--- config.mk ---
export PLATFORM = sky130hd
export DESIGN_NAME = md_issue_ctrl
export DESIGN_NICKNAME = d
export VERILOG_FILES = /design/src/rtl/md_issue_ctrl.sv
export SDC_FILE = /design/constraint.sdc
export NUM_CORES = 1
export LEC_CHECK = 0
export ABC_AREA = 0
export CORE_AREA = 2 2 39 41
export DETAILED_ROUTE_END_ITERATION = 6
export DIE_AREA = 0 0 41 43
export GPL_TIMING_DRIVEN = 0
export PLACE_DENSITY = 0.72
export REMOVE_ABC_BUFFERS = 1
export SLEW_MARGIN = 20
export SYNTH_ARGS = -nofsm -noshare
export SYNTH_HDL_FRONTEND = slang
export SYNTH_SLANG_ARGS = --single-unit
--- constraint.sdc ---
create_clock -name clk -period 2.3 [get_ports clk]
set_input_delay 0.575 -clock clk [delete_from_list [all_inputs] [get_ports clk]]
set_output_delay 0.575 -clock clk [all_outputs]
set_load 0.01 [all_outputs]
--- src/rtl/md_issue_ctrl.sv ---
// md_issue_ctrl: issue/hazard controller for the hi/lo mult/div unit.
// It decodes the E-stage md op into unit strobes and tracks the unit's run
// latency locally, so stalls begin the cycle after a start. This covers the
// cycle before the unit raises busy. It also sequences the exception cancel
// (stop) and the eret hi/lo restore (ret).
module md_issue_ctrl #(
  parameter int MULT_LAT = 5,
  parameter int DIV_LAT  = 10
) (
  input  logic       clk,
  input  logic       clr_n,
  input  logic       op_valid_i,
  input  logic [2:0] op_code_i,
  input  logic       flush_i,
  input  logic       eret_i,
  input  logic       md_busy_i,
  output logic       md_start_o,
  output logic [1:0] md_mode_o,
  output logic       md_we_o,
  output logic       md_a1_o,
  output logic       md_stop_o,
  output logic       md_ret_o,
  output logic       stall_o,
  output logic       proto_err_o
);

  typedef enum logic {IDLE = 1'b0, RUN = 1'b1} state_t;

  state_t     state_q;
  logic [3:0] cnt_q;
  logic       ret_pend_q;
  logic       ret_fire_q;
  logic       busy_idle_q;
  logic       proto_err_q;
  logic       go;
  logic       is_idle;

  // Issue decode: an md op goes out only when not flushed and not held by a
  // running operation; mode and a1 follow the opcode directly.
  always_comb begin
    is_idle     = (state_q == IDLE);
    stall_o     = op_valid_i & ~is_idle & ~flush_i;
    go          = op_valid_i & ~flush_i & ~stall_o;
    md_start_o  = go & ~op_code_i[2];
    md_we_o     = go & op_code_i[2] & ~op_code_i[1];
    md_mode_o   = op_code_i[1:0];
    md_a1_o     = ~op_code_i[0];
    md_stop_o   = flush_i;
    md_ret_o    = ~flush_i & ((eret_i & is_idle) | ret_fire_q);
    proto_err_o = proto_err_q;
  end

  // Run/idle sequencer with latency countdown, deferred eret restore and the
  // sticky busy-while-idle protocol check.
  always_ff @(posedge clk or negedge clr_n) begin
    if (!clr_n) begin
      state_q     <= IDLE;
      cnt_q       <= 4'd0;
      ret_pend_q  <= 1'b0;
      ret_fire_q  <= 1'b0;
      busy_idle_q <= 1'b0;
      proto_err_q <= 1'b0;
    end else begin
      ret_fire_q  <= 1'b0;
      busy_idle_q <= md_busy_i & is_idle;
      if (busy_idle_q & md_busy_i & is_idle) begin
        proto_err_q <= 1'b1;
      end
      if (flush_i) begin
        state_q    <= IDLE;
        cnt_q      <= 4'd0;
        ret_pend_q <= 1'b0;
      end else begin
        case (state_q)
          IDLE: begin
            if (md_start_o) begin
              state_q <= RUN;
              cnt_q   <= op_code_i[1] ? 4'(DIV_LAT) : 4'(MULT_LAT);
            end
          end
          RUN: begin
            if (cnt_q <= 4'd1) begin
              state_q    <= IDLE;
              cnt_q      <= 4'd0;
              ret_pend_q <= 1'b0;
              ret_fire_q <= ret_pend_q | eret_i;
            end else begin
              cnt_q      <= cnt_q - 4'd1;
              ret_pend_q <= ret_pend_q | eret_i;
            end
          end
          default: begin
            state_q <= IDLE;
            cnt_q   <= 4'd0;
          end
        endcase
      end
    end
  end

endmodule

---- Word-level counts from Yosys, hierarchy flattened ----
Cells that the tools add are included.
word-level totals
  logic and storage cells ................. 45
  bits of input ports ..................... 9
  output and inout bits ................... 9
  register bits after elaboration ......... 9
cells by class
  reductions and logical operators ........ 1
  magnitude comparators ................... 1
  equality and inequality tests ........... 1
  add/subtract/negate cells ............... 1
  bitwise logic cells ..................... 20
  mux-type cells .......................... 15
operators with widths
  cell                                                                              count
  4-bit two-way mux                                                                 4
  1-bit AND                                                                         12
  1-bit two-way mux                                                                 9
  4-bit one-hot mux with 2 select lines                                             1
  1-bit NOT                                                                         6
  4-bit by 1-bit less-or-equal comparator with 1-bit output, second input constant  1
  4-bit by 1-bit subtractor with 4-bit output, second input constant                1
  3-bit != test, second input constant                                              1
  1-bit bitwise OR                                                                  2
  1-bit one-hot mux with 2 select lines                                             1
  2-bit nonzero test                                                                1

---- Logic depth before layout (Yosys ltp) ----
Gate-level depths: netlist (run 1).
  depth in word-level cells ............... 8
  mapped depth ............................ 6
  depth with buffers taken out ............ 6

---- Worst setup path before layout (run 1) ----
No wires, ideal clock.
  path kind ............................... input to output
  from .................................... in flush_i
  to ...................................... out md_we_o
  arrival ................................. 1,233 ps
  setup slack ............................. 492 ps
  stages on the path ...................... 2
  required time ........................... 1,725 ps
  buffers on the path ..................... 1
  cells stage by stage .................... clkbuf_1 > nor4_1
on the way
  longest elaborated chain between the ends .. 6
  elaborated cells on any way between the ends .. 7
  classes of those cells .................. bitwise (7)
ends and longest elaborated chain
  element                      line    source
  start, declared              14      input logic flush_i,
  1-bit NOT (*)                42, 43
  1-bit AND                    42      stall_o = op_valid_i & ~is_idle & ~flush_i;
  1-bit NOT                    43      go = op_valid_i & ~flush_i & ~stall_o;
  1-bit AND (*)                43
  1-bit AND (*) (2 in series)  45      md_we_o = go & op_code_i[2] & ~op_code_i[1];
  end, declared                19      output logic md_we_o,
Every way passes the cells marked *; elsewhere a longest branch is shown, timed or not.

---- Worst setup path after layout (run 1) ----
  from .................................... in op_code_i[1]
  to ...................................... out md_mode_o[1]
RTL lines
  element          line  source
  start, declared  13    input logic [2:0] op_code_i,
  end, declared    18    output logic [1:0] md_mode_o,
No word-level cell between the ends.

==> out/qor.yml, run 1 <==
yosys_warnings: 0
cp_max_fo: 4
diodes: 0
tightest_slew_ps: 385
path_buf_inv: 2
slowest_stage: "clkdlybuf4s50_1"
num_rows: 14
synth_cells: 58
area_growth_syn_to_layout_pct: 33.9
crit_path_end_kind: "primary output"
yosys-top-cells-area: "dfrtp_1, buf_4, a21oi_1, ha_1, a21o_1"
power_density_nw_per_um2: 539
p_sw_frac: 0.282
drcViolationCount: 0
fin_skew_ps: 5.82
synth.most_common_cell: "dfrtp_1"
critPathRequiredTime_ps: 1730
grt_usage: 0.164
synth_edf_count: 0
ir_drop_mv: 0.438
switchingPower_w: 0.000113
gp_congestion: 0.680
yosys_most_used_dff: "dfrtp_1"
drt-total-wl_um: 1200
post-place-ws_ps: -430
synth_top_cell_by_area: "dfrtp_1"
use_met2: 0.213
slew_headroom: 0.742
port_buffers: 17
vias_per_cell: 5.33
layout-drive-gt1-share: 0.162
dieArea_um2: 1760
grt_pass1_vias: 450
p_comb_frac: 0.251
fp.dieW_um: 41
nets: 86
drtIter0Drc: 15
yosysSeqAreaShare: 0.407
nFillCells: 140
p_seq_frac: 0.457
intPower_w: 0.000287
ys_async_sr_fraction: 1.00
cts_hold_buffers: 0
clock_path_buffers: 2
vias: 480
dp_hpwl_um: 836
crit_family: "buffers and inverters"
hold_ws_ps: 456
core-area_um2: 1380
grt_max_degree: 15
met1_usage: 0.223
cts_tree: "done"
leakage_nw: 0.339
worst_slack_ps: 50.2
htree_num_levels: 1
ys_types: 29
cts.clk_slew.worst_paths_ps: 50
post-route-util: 0.535
fin_area_um2: 741
grt_remaining_overflow: 0
critical_path.startpoint_type: "input port"
grt_antenna_before_repair: 0
slowest_delay_ps: 560
cts_sinks: 9
clock-root-buffer: "clkbuf_4"
timing.final.crit_share: 0.978
synth_top_area_frac: 0.407
grt_setup_unrepaired: "false"
p_clk_frac: 0.292
grt-busiest-layer: "met1"
criticalPathCategory: "input port to primary output"
start_util: 0.400
path_common_cell: "clkdlybuf4s50_1"
slew_violations: 0
period_needed_ps: 2250
finalHoldViolations: 0
drv_cap: 0
drt_first_pass_iters: 4
setup_viol: 0
die_y_um: 43
netlist_top_cells_count: "dfrtp_1, a21oi_1, inv_1, nor2_1, buf_4"
outcome: "finished, final reports clean"
timing.setup.tns_ps: 0
io_pins: 18
place_area_um2: 709
hold_class: "register to register"
crit_chain: "clkdlybuf4s50_1, clkdlybuf4s50_1"
ys_seq_elements: 9
netlist_area_um2: 553
cp_data_arrival_time_ps: 1670
use_met3: 0.0942
cts_buffers: 3
grt_pass1_wl_um: 1910
synth.avg_cell_area_um2: 9.54
fmax_mhz: 444
wl_per_cell_um: 13.3
clk_latency_ps: 260
ant_nets: 0
-- layout by cell type, fill, tap and decap left out, types with 3 or more instances in the layout --
cell type and count:
a21oi_1 5, nor2_1 5, clkdlybuf4s50_1 11, clkbuf_4 3, inv_1 5, nand2_1 3, a21o_1 3, dfrtp_1 8
dlygate4sd2_1 4
-- final cells by class --
type                    count  area (µm²)  area share
inverters                   5        18.8      0.0253
flip-flops and latches      9         226       0.306
repair buffers             17         163       0.220
clock buffers               4        26.3      0.0355
well taps                  16        20.0      0.0270
multi-input cells          39         287       0.387
-- timing repair --
| action | CTS | global route |
|---|---|---|
| cloned | 0 | 0 |
| setup endpoints to repair | 5 | 3 |
| gates resized for setup | 6 | 5 |
| buffers inserted | 0 | 0 |
| pin swaps | 0 | 0 |
-- metrics by stage --
step	total power, W	std cells
after detailed placement	0.000285	86
after global placement	0.000283	86
final	0.000399	90
after global routing	0.000427	90
after CTS	0.000404	90
after floorplan	0.000237	53
-- routing by layer --
layer	share of wire	wire length, µm	vias to the layer above
met4	0.012	14	0
met5	0	0	-
met3	0.053	63	2
met1	0.44	528	230
li1	-	-	233
met2	0.49	587	15
-- flip-flops by register name, summed over array words and instances, names as in the netlist --
register	count
busy_idle_q	1
ret_fire_q	1
proto_err_o	1
cnt_q	4
state_q	1
ret_pend_q	1
-- logic make-up after synthesis --
logic type | Yosys count | share of synthesized area
buffers and inverters | 10 | 0.0950
adders and majority gates | 2 | 0.0452
AOI/OAI and AO/OA | 15 | 0.186
DFF | 9 | 0.407
and+or+nand+nor | 21 | 0.249
muxes | 1 | 0.0181
-- worst register-to-register path: stages, from the launching register on --
cell,delay (ps)
dfrtp_1,400
inv_1,120
ha_1,240
nor2_1,80
nor3_2,260
o22ai_1,140
nor2b_1,140
-- power by group through the flow --
stage / logic [W] / registers (W) / clock network [W]
2_1_floorplan: 0.0000564 / 0.000181 / 0
3_3_place_gp: 0.0000990 / 0.000184 / 0
3_5_place_dp: 0.000101 / 0.000184 / 0
4_1_cts: 0.0000989 / 0.000182 / 0.000123
5_1_grt: 0.000109 / 0.000184 / 0.000134
6_report: 0.000100 / 0.000182 / 0.000117
-- worst paths after layout --
path                                end         start  slack [ps]  cells past startpoint
hold reg to reg             proto_err_o   proto_err_o         460                      1
setup reg to reg               cnt_q[1]      cnt_q[0]         800                      6
setup / recovery           md_mode_o[1]  op_code_i[1]          50                      2
max in group asynchronous       state_q         clr_n        1400                      1
min in group asynchronous      cnt_q[2]         clr_n         600                      1
hold / removal              proto_err_o   proto_err_o         460                      1
Note: power is estimated with default switching activity, not from simulation.
==> run 2: changes to the inputs <==
--- a/config.mk
+++ b/config.mk
@@ -10,7 +10,7 @@
 export DETAILED_ROUTE_END_ITERATION = 6
 export DIE_AREA = 0 0 41 43
 export GPL_TIMING_DRIVEN = 0
-export PLACE_DENSITY = 0.72
+export PLACE_DENSITY = 0.75
 export REMOVE_ABC_BUFFERS = 1
 export SLEW_MARGIN = 20
 export SYNTH_ARGS = -nofsm -noshare
==> run 2 against run 1 <==
Net effect: wire length is 2.0% lower; fmax increased by 1.4%; sequential power hardly changed; core utilization fell by 0.18 points; first-iteration DRC count decreased by 13%; combinational power is essentially flat; largest power group unchanged; highest routed layer is now met3.
==> out/qor.yml, run 2 (synthesis results as in run 1) <==
critical_path.startpoint_type: "input port"
holdPathEnd: "proto_err_o"
nFillCells: 135  # -3.6%
fmax_mhz: 451  # +1.4%
drv_cap: 0  # unchanged
slowest_delay_ps: 560  # about the same
vias_per_cell: 5.33  # unchanged
period_needed_ps: 2220  # -30.9 ps
clock-root-buffer: "clkbuf_4"
core-area_um2: 1380  # unchanged
power_density_nw_per_um2: 545  # +1.0%
regToRegSetupSlack_ps: 740  # -60 ps
fp.dieW_um: 41  # unchanged
layout_commonest_cell: "clkdlybuf4s50_1"
p_total_w: 0.000402  # +0.67%
grt_antenna_before_repair: 0  # unchanged
largest_reg_flops: 4  # unchanged
die_y_um: 43  # unchanged
clk_latency_ps: 260  # about the same
dp_hpwl_um: 888  # +6.2%
drt-total-wl_um: 1170  # -2.0%
hp-start: "proto_err_o"
path_buf_inv: 2  # unchanged
start_util: 0.400  # unchanged
fin_skew_ps: 0.833  # -4.99 ps
criticalPathCategory: "input port to primary output"
wl_per_cell_um: 13.0  # -2.0%
layout-drive-gt1-share: 0.135  # -0.0270
cts_buffers: 3  # unchanged
io_pins: 18  # unchanged
timing.setup.tns_ps: 0  # unchanged
r2r-end: "cnt_q[1]"
slew_headroom: 0.718  # -0.0242
crit_family: "buffers and inverters"
grt_setup_unrepaired: "false"
port_buffers: 17  # unchanged
grt_pass1_vias: 474  # +5.3%
htree_num_levels: 1  # unchanged
crit_path_end_kind: "primary output"
dp.cells: 86  # unchanged
setup_viol: 0  # unchanged
vias: 480  # unchanged
outcome: "finished, final reports clean"
diodes: 0  # unchanged
drtIter0Drc: 13  # -2
critPathRequiredTime_ps: 1730  # about the same
rr_startpoint: "cnt_q[0]"
nets: 86  # unchanged
grt_max_degree: 15  # unchanged
area_growth_syn_to_layout_pct: 33.5
timing.final.crit_share: 0.965  # -0.0134
slew_violations: 0  # unchanged
fin_area_um2: 738  # -0.34%
cts_tree: "done"
path_common_cell: "clkdlybuf4s50_1"
cts.clk_slew.worst_paths_ps: 60  # about the same
gp_congestion: 0.692  # +1.8%
cp_data_arrival_time_ps: 1640  # -30 ps
grt_remaining_overflow: 0  # unchanged
cts_sinks: 9  # unchanged
num_rows: 14  # unchanged
drt_first_pass_iters: 4  # unchanged
hold_depth: 1  # unchanged
clock_path_buffers: 2  # unchanged
leakage_nw: 0.339  # +0.19%
ant_nets: 0  # unchanged
stdcell_count: 90  # unchanged
ir_drop_mv: 0.262  # -40%
tightest_slew_ps: 421  # +36.3 ps
reg2reg_depth: 6  # unchanged
slowest_stage: "clkdlybuf4s50_1"
drcViolationCount: 0  # unchanged
final_cell_mix: "clkdlybuf4s50_1, dfrtp_1"
finalHoldViolations: 0  # unchanged
hold_class: "register to register"
grt_usage: 0.167  # +0.00255
regMostFlops: "cnt_q"
grt_pass1_wl_um: 1970  # +3.2%
crit_chain: "clkdlybuf4s50_1, clkdlybuf4s50_1"
cp_max_fo: 4  # unchanged
cts_hold_buffers: 0  # unchanged
dieArea_um2: 1760  # unchanged
place_area_um2: 709  # unchanged
## run 2: repair_timing
| item | 4_1_cts | 5_1_grt |
|---|---|---|
| pin swaps | 0 | 0 |
| gates resized for setup | 6 | 2 |
| setup buffers | 0 | 0 |
| setup endpoints to repair | 5 | 1 |
## run 2: cell type report
cell class | instances | area (µm²) | share of cell area
multi-input combinational | 39 | 280 | 0.380
sequential | 9 | 226 | 0.307
timing repair buffer | 17 | 166 | 0.225
clock buffer | 4 | 26.3 | 0.0356
tap | 16 | 20.0 | 0.0271
inverter | 5 | 18.8 | 0.0254
## run 2: worst max path at each step
| stage | end | startpoint | cells past startpoint | slack (ps) |
|---|---|---|---|---|
| 2_1_floorplan | md_start_o | op_code_i[2] | 2 | 670 |
| 6_report | md_mode_o[1] | op_code_i[1] | 2 | 80 |
| 3_3_place_gp | md_we_o | flush_i | 3 | -410 |
| 3_5_place_dp | md_we_o | flush_i | 3 | -390 |
| 5_1_grt | md_start_o | op_code_i[2] | 4 | 10 |
| 4_1_cts | md_start_o | op_code_i[2] | 4 | 40 |
## run 2: metal layers
layer	GRT usage	wire length [µm]	part of all wire
met4	0.0400	0	0
met2	0.266	636	0.54
met1	0.193	479	0.41
met5	0	0	0
met3	0.0785	55	0.047
## run 2: stage by stage
step | hold WS (ps) | setup slack (ps) | util
floorplan | 279 | 665 | -
detailed placement | 447 | -395 | 0.513
global route | 479 | 9.78 | 0.533
finish | 457 | 81.2 | 0.533
CTS | 460 | 43.2 | 0.528
global placement | 435 | -415 | 0.513
## run 2: where the power goes
part           internal [W]   total, W  leakage (nW)  switching (W)
combinational     0.0000512  0.0000996         0.210      0.0000484
clock             0.0000667   0.000120        0.0150      0.0000534
sequential         0.000169   0.000182         0.114      0.0000137
total              0.000286   0.000402         0.339       0.000116
